$ cat src/rtl/dcache_pkg.sv
// Shared definitions for the N-way data cache controller: request kinds,
// FSM state encoding and a width helper for derived index parameters.
package dcache_pkg;

    localparam logic [2:0] KIND_RD         = 3'd0;
    localparam logic [2:0] KIND_WR         = 3'd1;
    localparam logic [2:0] KIND_IDX_INV    = 3'd2;
    localparam logic [2:0] KIND_HIT_INV    = 3'd3;
    localparam logic [2:0] KIND_HIT_WB_INV = 3'd4;
    localparam logic [2:0] KIND_HIT_WB     = 3'd5;

    typedef enum logic [2:0] {
        ST_IDLE   = 3'd0,
        ST_WB     = 3'd1,
        ST_RREQ   = 3'd2,
        ST_FILL   = 3'd3,
        ST_COMMIT = 3'd4,
        ST_CLEAN  = 3'd5
    } state_t;

    // Index width that never collapses to zero bits, so WAYS=1 / LINE_BEATS=1 still elaborate.
    function automatic int clog2_min1(input int n);
        int r;
        r = 0;
        while ((1 << r) < n) r++;
        return (r < 1) ? 1 : r;
    endfunction

endpackage

$ cat src/rtl/dcache_victim_sel.sv
// Replacement victim choice: the lowest-index invalid way if any, otherwise the LRU way.
module dcache_victim_sel
    import dcache_pkg::*;
#(
    parameter int WAYS  = 2,
    parameter int WAY_W = clog2_min1(WAYS)
) (
    input  logic [WAYS-1:0]  valid_vec,
    input  logic [WAY_W-1:0] lru_way,
    output logic [WAY_W-1:0] victim_idx,
    output logic [WAYS-1:0]  victim_oh
);

    always_comb begin
        victim_idx = lru_way;
        for (int i = WAYS - 1; i >= 0; i--) begin
            if (!valid_vec[i]) victim_idx = WAY_W'(i);
        end
        for (int i = 0; i < WAYS; i++) begin
            victim_oh[i] = (victim_idx == WAY_W'(i));
        end
    end

endmodule

$ cat src/rtl/dcache_ctrl_nway.sv
// Control FSM for a WAYS-way write-back, write-allocate L1 data cache with
// multi-beat refill/writeback over a valid/ready burst memory port.
module dcache_ctrl_nway
    import dcache_pkg::*;
#(
    parameter int WAYS       = 2,
    parameter int LINE_BEATS = 4,
    parameter int WAY_W      = clog2_min1(WAYS),
    parameter int BEAT_W     = clog2_min1(LINE_BEATS)
) (
    input  logic              clk,
    input  logic              rst,
    input  logic              req_valid,
    input  logic [2:0]        req_kind,
    input  logic [WAY_W-1:0]  req_way,
    input  logic [WAYS-1:0]   hit_vec,
    input  logic [WAYS-1:0]   valid_vec,
    input  logic [WAYS-1:0]   dirty_vec,
    input  logic [WAY_W-1:0]  lru_way,
    output logic              resp_valid,
    output logic              busy,
    output logic [WAYS-1:0]   way_sel,
    output logic              tag_we,
    output logic              valid_we,
    output logic              valid_wd,
    output logic              dirty_we,
    output logic              dirty_wd,
    output logic              data_we,
    output logic              data_src,
    output logic [BEAT_W-1:0] data_beat,
    output logic              lru_we,
    output logic              mem_req_valid,
    output logic              mem_we,
    input  logic              mem_req_ready,
    output logic              mem_addr_sel,
    output logic [BEAT_W-1:0] mem_beat,
    input  logic              mem_rvalid
);

    // Memory handshake: a request/write beat transfers on a cycle where
    // mem_req_valid && mem_req_ready; once raised, mem_req_valid and its
    // attributes hold until that transfer. Read beats arrive on mem_rvalid
    // with no back-pressure and are always consumed in FILL.
    state_t             state, state_nx;
    logic [BEAT_W-1:0]  beat_cnt;
    logic [WAY_W-1:0]   way_q;
    logic [WAYS-1:0]    way_q_oh, req_way_oh;
    logic [WAY_W-1:0]   victim_idx, hit_idx;
    logic [WAYS-1:0]    victim_oh;
    logic               hit, hit_dirty, victim_dirty;
    logic               is_line_kind, is_wb_kind, miss_start, wb_start, last_beat;

    dcache_victim_sel #(.WAYS(WAYS), .WAY_W(WAY_W)) u_victim (
        .valid_vec  (valid_vec),
        .lru_way    (lru_way),
        .victim_idx (victim_idx),
        .victim_oh  (victim_oh)
    );

    always_comb begin
        hit_idx = '0;
        for (int i = 0; i < WAYS; i++) begin
            if (hit_vec[i]) hit_idx = WAY_W'(i);
        end
        for (int i = 0; i < WAYS; i++) begin
            way_q_oh[i]   = (way_q == WAY_W'(i));
            req_way_oh[i] = (req_way == WAY_W'(i));
        end
    end

    assign hit          = |hit_vec;
    assign hit_dirty    = |(hit_vec & dirty_vec);
    // An invalid line never needs writing back, whatever its stale dirty bit says.
    assign victim_dirty = |(victim_oh & valid_vec & dirty_vec);
    assign is_line_kind = (req_kind == KIND_RD) || (req_kind == KIND_WR);
    assign is_wb_kind   = (req_kind == KIND_HIT_WB) || (req_kind == KIND_HIT_WB_INV);
    assign miss_start   = req_valid && is_line_kind && !hit;
    assign wb_start     = req_valid && is_wb_kind && hit_dirty;
    assign last_beat    = (beat_cnt == BEAT_W'(LINE_BEATS - 1));

    always_ff @(posedge clk) begin
        if (rst) state <= ST_IDLE;
        else     state <= state_nx;
    end

    always_comb begin
        state_nx = state;
        case (state)
            ST_IDLE: begin
                if (miss_start)    state_nx = victim_dirty ? ST_WB : ST_RREQ;
                else if (wb_start) state_nx = ST_WB;
            end
            ST_WB:     if (mem_req_ready && last_beat) state_nx = is_line_kind ? ST_RREQ : ST_CLEAN;
            ST_RREQ:   if (mem_req_ready) state_nx = ST_FILL;
            ST_FILL:   if (mem_rvalid && last_beat) state_nx = ST_COMMIT;
            ST_COMMIT: state_nx = ST_IDLE;
            ST_CLEAN:  state_nx = ST_IDLE;
            default:   state_nx = ST_IDLE;
        endcase
    end

    // way_q holds the refill victim for misses, or the hit way for HIT_WB*.
    always_ff @(posedge clk) begin
        if (rst) begin
            beat_cnt <= '0;
            way_q    <= '0;
        end else if (state == ST_IDLE) begin
            beat_cnt <= '0;
            if (miss_start)    way_q <= victim_idx;
            else if (wb_start) way_q <= hit_idx;
        end else if ((state == ST_WB && mem_req_ready) || (state == ST_FILL && mem_rvalid)) begin
            beat_cnt <= last_beat ? '0 : beat_cnt + BEAT_W'(1);
        end
    end

    always_comb begin
        resp_valid    = 1'b0;
        busy          = 1'b0;
        way_sel       = '0;
        tag_we        = 1'b0;
        valid_we      = 1'b0;
        valid_wd      = 1'b0;
        dirty_we      = 1'b0;
        dirty_wd      = 1'b0;
        data_we       = 1'b0;
        data_src      = 1'b0;
        data_beat     = '0;
        lru_we        = 1'b0;
        mem_req_valid = 1'b0;
        mem_we        = 1'b0;
        mem_addr_sel  = 1'b0;
        mem_beat      = '0;
        if (!rst) begin
            busy = (state != ST_IDLE);
            case (state)
                ST_IDLE: begin
                    if (req_valid) begin
                        case (req_kind)
                            KIND_RD, KIND_WR: begin
                                if (hit) begin
                                    resp_valid = 1'b1;
                                    lru_we     = 1'b1;
                                    way_sel    = hit_vec;
                                    if (req_kind == KIND_WR) begin
                                        data_we  = 1'b1;
                                        data_src = 1'b1;
                                        dirty_we = 1'b1;
                                        dirty_wd = 1'b1;
                                    end
                                end
                            end
                            KIND_IDX_INV: begin
                                resp_valid = 1'b1;
                                valid_we   = 1'b1;
                                way_sel    = req_way_oh;
                            end
                            KIND_HIT_INV: begin
                                resp_valid = 1'b1;
                                if (hit) begin
                                    valid_we = 1'b1;
                                    way_sel  = hit_vec;
                                end
                            end
                            KIND_HIT_WB_INV: begin
                                if (!hit_dirty) begin
                                    resp_valid = 1'b1;
                                    if (hit) begin
                                        valid_we = 1'b1;
                                        way_sel  = hit_vec;
                                    end
                                end
                            end
                            KIND_HIT_WB: resp_valid = !hit_dirty;
                            default:     resp_valid = 1'b1;
                        endcase
                    end
                end
                ST_WB: begin
                    way_sel       = way_q_oh;
                    data_beat     = beat_cnt;
                    mem_req_valid = 1'b1;
                    mem_we        = 1'b1;
                    mem_addr_sel  = is_line_kind;
                    mem_beat      = beat_cnt;
                end
                ST_RREQ: mem_req_valid = 1'b1;
                ST_FILL: begin
                    if (mem_rvalid) begin
                        way_sel   = way_q_oh;
                        data_we   = 1'b1;
                        data_beat = beat_cnt;
                    end
                end
                ST_COMMIT: begin
                    way_sel  = way_q_oh;
                    tag_we   = 1'b1;
                    valid_we = 1'b1;
                    valid_wd = 1'b1;
                    dirty_we = 1'b1;
                    lru_we   = 1'b1;
                end
                ST_CLEAN: begin
                    way_sel = way_q_oh;
                    if (req_kind == KIND_HIT_WB_INV) valid_we = 1'b1;
                    else                             dirty_we = 1'b1;
                end
                default: ;
            endcase
        end
    end

endmodule

$ cat config.mk
export PLATFORM = sky130hd
export DESIGN_NAME = dcache_ctrl_nway
export DESIGN_NICKNAME = d
export VERILOG_FILES = /design/src/rtl/dcache_pkg.sv /design/src/rtl/dcache_victim_sel.sv /design/src/rtl/dcache_ctrl_nway.sv
export SDC_FILE = /design/constraint.sdc
export NUM_CORES = 1
export LEC_CHECK = 0
export ABC_AREA = 1
export CORE_ASPECT_RATIO = 1.1
export CORE_MARGIN = 2
export CORE_UTILIZATION = 30
export CTS_CLUSTER_SIZE = 30
export DETAILED_ROUTE_END_ITERATION = 8
export GPL_ROUTABILITY_DRIVEN = 0
export PLACE_DENSITY = 0.59
export SETUP_SLACK_MARGIN = 0.4
export SYNTH_ARGS = -nofsm -noshare
export SYNTH_HDL_FRONTEND = slang
export SYNTH_SLANG_ARGS = --single-unit
$ cat constraint.sdc
create_clock -name clk -period 3.3 [get_ports clk]
set_input_delay 0.495 -clock clk [delete_from_list [all_inputs] [get_ports clk]]
set_output_delay 0.495 -clock clk [all_outputs]
set_load 0.02 [all_outputs]
==> impl_metrics.ini, run 1 <==
[timing]
fmax_mhz = 365
finalCritPeriodShare_pct = 83.1
hold_viol_final = 0
setup-violations-final = 0
layout_min_cycle_time_ns = 2.74
timing.clock.skew_ns = 0.00361
worst_pin_slew_ns = 0.274
max-slew-margin-rel_pct = 81.7
totalNegativeSetupSlack_ns = 0
rsz0062_at_grt = false
timing.final.max_slew_violations = 0
fin_hold_ws_ns = 0.517

[synth]
synth.largest_area_cell = sky130_fd_sc_hd__nand2_1
synth_nets = 163
number_of_register_bits_inferred_by_synthesis = 6
syn-instance-count = 146
synth_cell_type_count = 24
netlist.area_leader.share_pct = 17.0
synth_area_leaders = sky130_fd_sc_hd__nand2_1, sky130_fd_sc_hd__dfxtp_1, sky130_fd_sc_hd__nor2_1, sky130_fd_sc_hd__nand3_1, sky130_fd_sc_hd__a21oi_1
avg_inst_size_synth_um2 = 5.45
yosys_warnings = 0
syn_area_um2 = 796
synth.yosys.seq_area_share_pct = 15.1

[floorplanning]
floorplan.die.width_um = 53.1
fp.dieArea_mm2 = 0.00308
floorplan.initialDensity_pct = 31.6
core_region_area_mm2 = 0.00252
std_cell_rows = 19
floorplan.die.height_um = 58.0
design.portCount = 35

[setup_path]
worstSetupStartpointType = primary input
crit_path_top_delay_cell = sky130_fd_sc_hd__clkdlybuf4s50_1
critPathMaxFanout = 8
cp_cell_sequence = clkdlybuf4s50_1 -> inv_1 -> nand2_1 -> a211oi_1 -> clkdlybuf4s50_1
timing.critical_path.buf_inv = 3
cp_common_cell = sky130_fd_sc_hd__clkdlybuf4s50_1
timing.setup.critical_path_class = primary input to output pin
worst-r2r-cell-count = 8
end_kind = output pin
cp_top_family = buffers and inverters
critical_path_arrival_ns = 2.25
critPathRequiredTime_ns = 2.80
critPathMaxStageDelay_ns = 0.65
critical_path_cell_count = 5

[drt]
drt-wirelength-per-cell_um = 10.4
via_count = 1024
drtPass1Iterations = 4
drc = 0
drtAntennaViolNets = 0
drt-initial-drc-count = 23
wl_um = 2200
vias_per_cell = 4.83

[final_layout]
fill_cells = 283
antenna_cells = 0
drive_above_1_share_pct = 14.9
layout.nets = 200
synthToLayoutAreaGrowth_pct = 49.7
fin_area_mm2 = 0.00119

[pwr]
p_per_area_mw_per_mm2 = 348
vdd_ir_drop_max_uv = 242
total_leakage_power_nw = 0.614

[clock_tree]
clock_tree.htree_level_count = 1
tritoncts_num_sinks = 6
cts_made_buffers = 3
skew_pair_late_insertion_delay_ns = 0.24
clock_tree_from_tritoncts = built
max-clock-path-buffers = 2
ctsRootBufferMaster = sky130_fd_sc_hd__clkbuf_4
postCtsSetupRepairBufs = 0
clk_pin_slew_worst_paths_ns = 0.04

[place]
detailed_place_hpwl_um = 1850
io_buffer_count = 34
placed_area_mm2 = 0.00116

[run]
timing.max_cap.violations = 0

[global_route]
grt_usage_pct = 16.0
grt-ovfl-total = 0
maximum_number_of_pins_on_one_net_before_global_route_repair = 9
antenna_violations_before_repair = 0
vias_in_the_first_global_route = 958
grt_first_pass_wirelength_um = 3850

[min_path]
min_delay_path_depth = 2
worst_hold_path_type = register to register

[run_status]
status = complete, no violations
## placed cells by master (no fill, tap or decap), drive strengths merged, types with 3 or more instances in the layout
cell and n:
clkdlybuf4s50 26, a21oi 10, nor2 30, inv 18, clkbuf 3, nor3 7
dlymetal6s2s 4, dlygate4sd2 4, nand2 41, nand3 18, dfxtp 6, o21ai 5
## worst paths after layout
check	start	to	slack, ns
worst min register to register	state[0]	state[0]	0.52
worst max-delay path	rst	resp_valid	0.56
worst max register to register	state[0]	state[0]	2.01
worst min-delay path	state[0]	state[0]	0.52
## cell type report
cell class	instances	area (um^2)	share of cell area (%)
clock buffer	3	22.5	1.89
inverter	18	67.6	5.67
multi-input combinational	119	589	49.5
sequential	6	120	10.1
tap	31	38.8	3.26
timing repair buffer	35	353	29.6
## sequential cells by signal, indices dropped and copies added, names as in the netlist
register and cells:
state 3, way_q 1, beat_cnt 2
## through the flow
step           setup slack [ns]  instances  util, %  power (W)
6_report                  0.559        212     47.3   0.000414
5_1_grt                   0.485        212     47.3   0.000461
4_1_cts                   0.405        212     46.9   0.000422
3_5_place_dp              0.385        209     46.2   0.000355
3_3_place_gp              0.411        209     46.2   0.000356
2_1_floorplan              1.27        146        -   0.000265
## synthesized netlist by cell type
master                     instances
sky130_fd_sc_hd__nor2_1           22
sky130_fd_sc_hd__nor2_2            7
sky130_fd_sc_hd__inv_1            13
sky130_fd_sc_hd__or2_2             1
sky130_fd_sc_hd__a211oi_1          1
sky130_fd_sc_hd__nand2_1          36
sky130_fd_sc_hd__o211ai_1          2
sky130_fd_sc_hd__nor3_2            1
sky130_fd_sc_hd__o21ai_0           3
sky130_fd_sc_hd__nor3_1            6
sky130_fd_sc_hd__buf_4             2
sky130_fd_sc_hd__a21oi_1          10
sky130_fd_sc_hd__inv_2             5
sky130_fd_sc_hd__clkbuf_1          1
sky130_fd_sc_hd__nand3_1          15
sky130_fd_sc_hd__nor2_4            1
sky130_fd_sc_hd__nand3_2           3
sky130_fd_sc_hd__ha_1              1
sky130_fd_sc_hd__nand2_2           4
sky130_fd_sc_hd__o21ai_1           2
sky130_fd_sc_hd__nand4_1           2
sky130_fd_sc_hd__dfxtp_1           6
sky130_fd_sc_hd__nand2_4           1
sky130_fd_sc_hd__o22ai_1           1
## worst min-delay path, cell delays in order, from the launching register on
cell and delay [ns]:
sky130_fd_sc_hd__dfxtp_1 0.33, sky130_fd_sc_hd__nand3_1 0.09, sky130_fd_sc_hd__nand2_1 0.05
## power by group
part | internal [W] | switching (W) | total (W)
sequential | 0.0000810 | 0.00000944 | 0.0000904
combinational | 0.0000989 | 0.000160 | 0.000258
clock | 0.0000410 | 0.0000243 | 0.0000653
total | 0.000221 | 0.000193 | 0.000414
## timing repair
action | CTS | global route
hold endpoints to repair | 0 | 0
resized for setup | 4 | 4
endpoints found under the setup margin | 4 | 4
hold buffers | 0 | 0
## metal layers
layer	track usage (%)	share of wire, %	vias up
met1	20.8	46	457
li1	-	-	541
met5	0	0	-
met4	7.69	1.3	0
met2	26.8	48	22
met3	0.773	4.5	4
## kinds of logic after synthesis
group | share of synthesized area, %
flip-flops | 15.1
adder cells (fa/ha/maj) | 1.57
AND/OR/NAND/NOR | 59.4
buffers and inverters | 10.8
AO/OA/AOI/OAI | 13.1
Note: power is estimated with default switching activity, not from simulation.
==> run 2: changes to the inputs <==
- clock period: 3.3 -> 2.6 ns (I/O delays scaled with it)
==> run 2 against run 1 <==
Net effect: register-to-register slack got worse by 0.69 ns; global-route usage increased by 0.34 points; routed wire length is 3.8% higher; sequential power is 27% higher; critical path type unchanged; largest cell class unchanged.
==> impl_metrics.ini, run 2 (synthesis results as in run 1) <==
[drt]
wl_um = 2280
drtAntennaViolNets = 0
drt-initial-drc-count = 24
vias_per_cell = 4.76
drc = 0
drt-wirelength-per-cell_um = 10.5
drtPass1Iterations = 4
via_count = 1037

[setup_path]
crit_path_top_delay_cell = sky130_fd_sc_hd__clkdlybuf4s50_1
critPathRequiredTime_ns = 2.21
timing.critical_path.buf_inv = 2
critPathMaxFanout = 3
timing.setup.critical_path_class = primary input to output pin
end_kind = output pin
critPathMaxStageDelay_ns = 0.50
cp_cell_sequence = clkdlybuf4s50_1 -> nand3_1 -> nor3_2 -> nand2_1 -> o22ai_1 -> dlygate4sd2_1
cp_top_family = buffers and inverters
worstSetupStartpointType = primary input
critical_path_arrival_ns = 1.71

[clock_tree]
ctsRootBufferMaster = sky130_fd_sc_hd__clkbuf_4
tritoncts_num_sinks = 6
clk_pin_slew_worst_paths_ns = 0.04
max-clock-path-buffers = 2
clock_tree.htree_level_count = 1
cts-hold-fix-buffers = 0
skew_pair_late_insertion_delay_ns = 0.24
cts_made_buffers = 3
clock_tree_from_tritoncts = built

[run_status]
status = complete, no violations

[floorplanning]
core_region_area_mm2 = 0.00252
floorplan.die.height_um = 58.0
design.portCount = 35
fp.dieArea_mm2 = 0.00308
std_cell_rows = 19
floorplan.initialDensity_pct = 31.6
floorplan.die.width_um = 53.1

[pwr]
power_w = 0.000520
vdd_ir_drop_max_uv = 306
p_int_w = 0.000275
switching_power_w = 0.000245
p_sw_share_pct = 47.1
p_per_area_mw_per_mm2 = 428
total_leakage_power_nw = 0.682
seq_power_share_pct = 22.1
p_comb_share_pct = 62.4
portion_of_total_power_attributed_to_the_clock_network_pct = 15.5

[timing]
rsz0062_at_grt = false
setup-violations-final = 0
fin_hold_ws_ns = 0.516
timing.clock.skew_ns = 0.000413
layout_min_cycle_time_ns = 2.10
worst_pin_slew_ns = 0.281
finalCritPeriodShare_pct = 80.6
fmax_mhz = 477
timing.final.max_slew_violations = 0
max-slew-margin-rel_pct = 81.2
hold_viol_final = 0

[global_route]
maximum_number_of_pins_on_one_net_before_global_route_repair = 12
grt_first_pass_wirelength_um = 3900
grt-ovfl-total = 0
vias_in_the_first_global_route = 962
grt_usage_pct = 16.4
antenna_violations_before_repair = 0

[final_layout]
layout.nets = 206
synthToLayoutAreaGrowth_pct = 52.8
layout_top_registers = state (3), beat_cnt (2), way_q (1)
largest_register_ffs = 3
antenna_cells = 0
largest-register = state
drive_above_1_share_pct = 21.9
stdcell_count = 218
most-common-layout-cells = sky130_fd_sc_hd__nand2_1, sky130_fd_sc_hd__nor2_1, sky130_fd_sc_hd__nand3_1
layout_commonest_cell = sky130_fd_sc_hd__nand2_1

[run]
timing.max_cap.violations = 0

[min_path]
worst_hold_path_type = register to register

[place]
detailed_place_hpwl_um = 1930
io_buffer_count = 34
placed_cells_incl_taps = 215
-- run 2: changes by cell type in the layout (fill, tap and decap cells not counted), moves of 2 or more --
cell                              before  now
sky130_fd_sc_hd__buf_2                 0    2
sky130_fd_sc_hd__nor2_2                7    9
sky130_fd_sc_hd__clkdlybuf4s50_1      26   10
sky130_fd_sc_hd__buf_4                 1    8
sky130_fd_sc_hd__dlygate4sd2_1         4   14
sky130_fd_sc_hd__nor2_1               22   20
-- run 2: power groups by stage --
stage	Clock, W	Combinational (W)	Sequential [W]
finish	0.0000806	0.000324	0.000115
global route	0.0000934	0.000364	0.000116
CTS	0.0000859	0.000327	0.000115
detailed placement	0	0.000341	0.000117
global placement	0	0.000342	0.000116
floorplan	0	0.000222	0.000114
-- run 2: layout make-up --
cell class                 instances  area (um^2)
clock buffer                       3         22.5
fill                             306         1300
inverter                          18         67.6
multi-input combinational        119          594
sequential                         6          121
tap                               31         38.8
timing repair buffer              41          372
-- run 2: final timing paths --
path,start,to,slack [ns],cells past startpoint
max,req_valid,data_we,0.50,6
min,state[0],state[0],0.52,2
max reg2reg,state[0],state[1],1.32,8
min reg2reg,state[0],state[0],0.52,2
-- run 2: metrics by stage --
step	setup WS, ns	area, um^2	utilization, %	setup TNS [ns]
2_1_floorplan	0.778	796	-	0
3_3_place_gp	0.0235	1210	48.0	0
3_5_place_dp	-0.00160	1210	48.0	-0.00160
4_1_cts	0.338	1210	48.2	0
5_1_grt	0.428	1220	48.3	0
6_report	0.504	1220	48.3	0
-- run 2: worst register-to-register path: stages (launching register included) --
cell	delay, ns
sky130_fd_sc_hd__dfxtp_1	0.33
sky130_fd_sc_hd__inv_2	0.14
sky130_fd_sc_hd__nand2_1	0.09
sky130_fd_sc_hd__nor2_2	0.22
sky130_fd_sc_hd__nand3_2	0.14
sky130_fd_sc_hd__nand2_4	0.10
sky130_fd_sc_hd__nor2_2	0.04
sky130_fd_sc_hd__nand3_1	0.07
sky130_fd_sc_hd__nand2_1	0.05
-- run 2: repair_timing --
item | CTS | global route
setup endpoints to repair | 18 | 11
gates resized for setup | 30 | 11
buffers inserted | 0 | 0
-- run 2: per-layer routing --
layer / wire [um] / share of wire [%] / track usage, % / vias to the layer above
met5: 0 / 0 / 0 / -
met4: 29 / 1.3 / 6.59 / 0
met3: 78 / 3.4 / 0.773 / 4
met2: 1080 / 47 / 27.1 / 19
met1: 1100 / 48 / 22.0 / 456
li1: - / - / - / 558
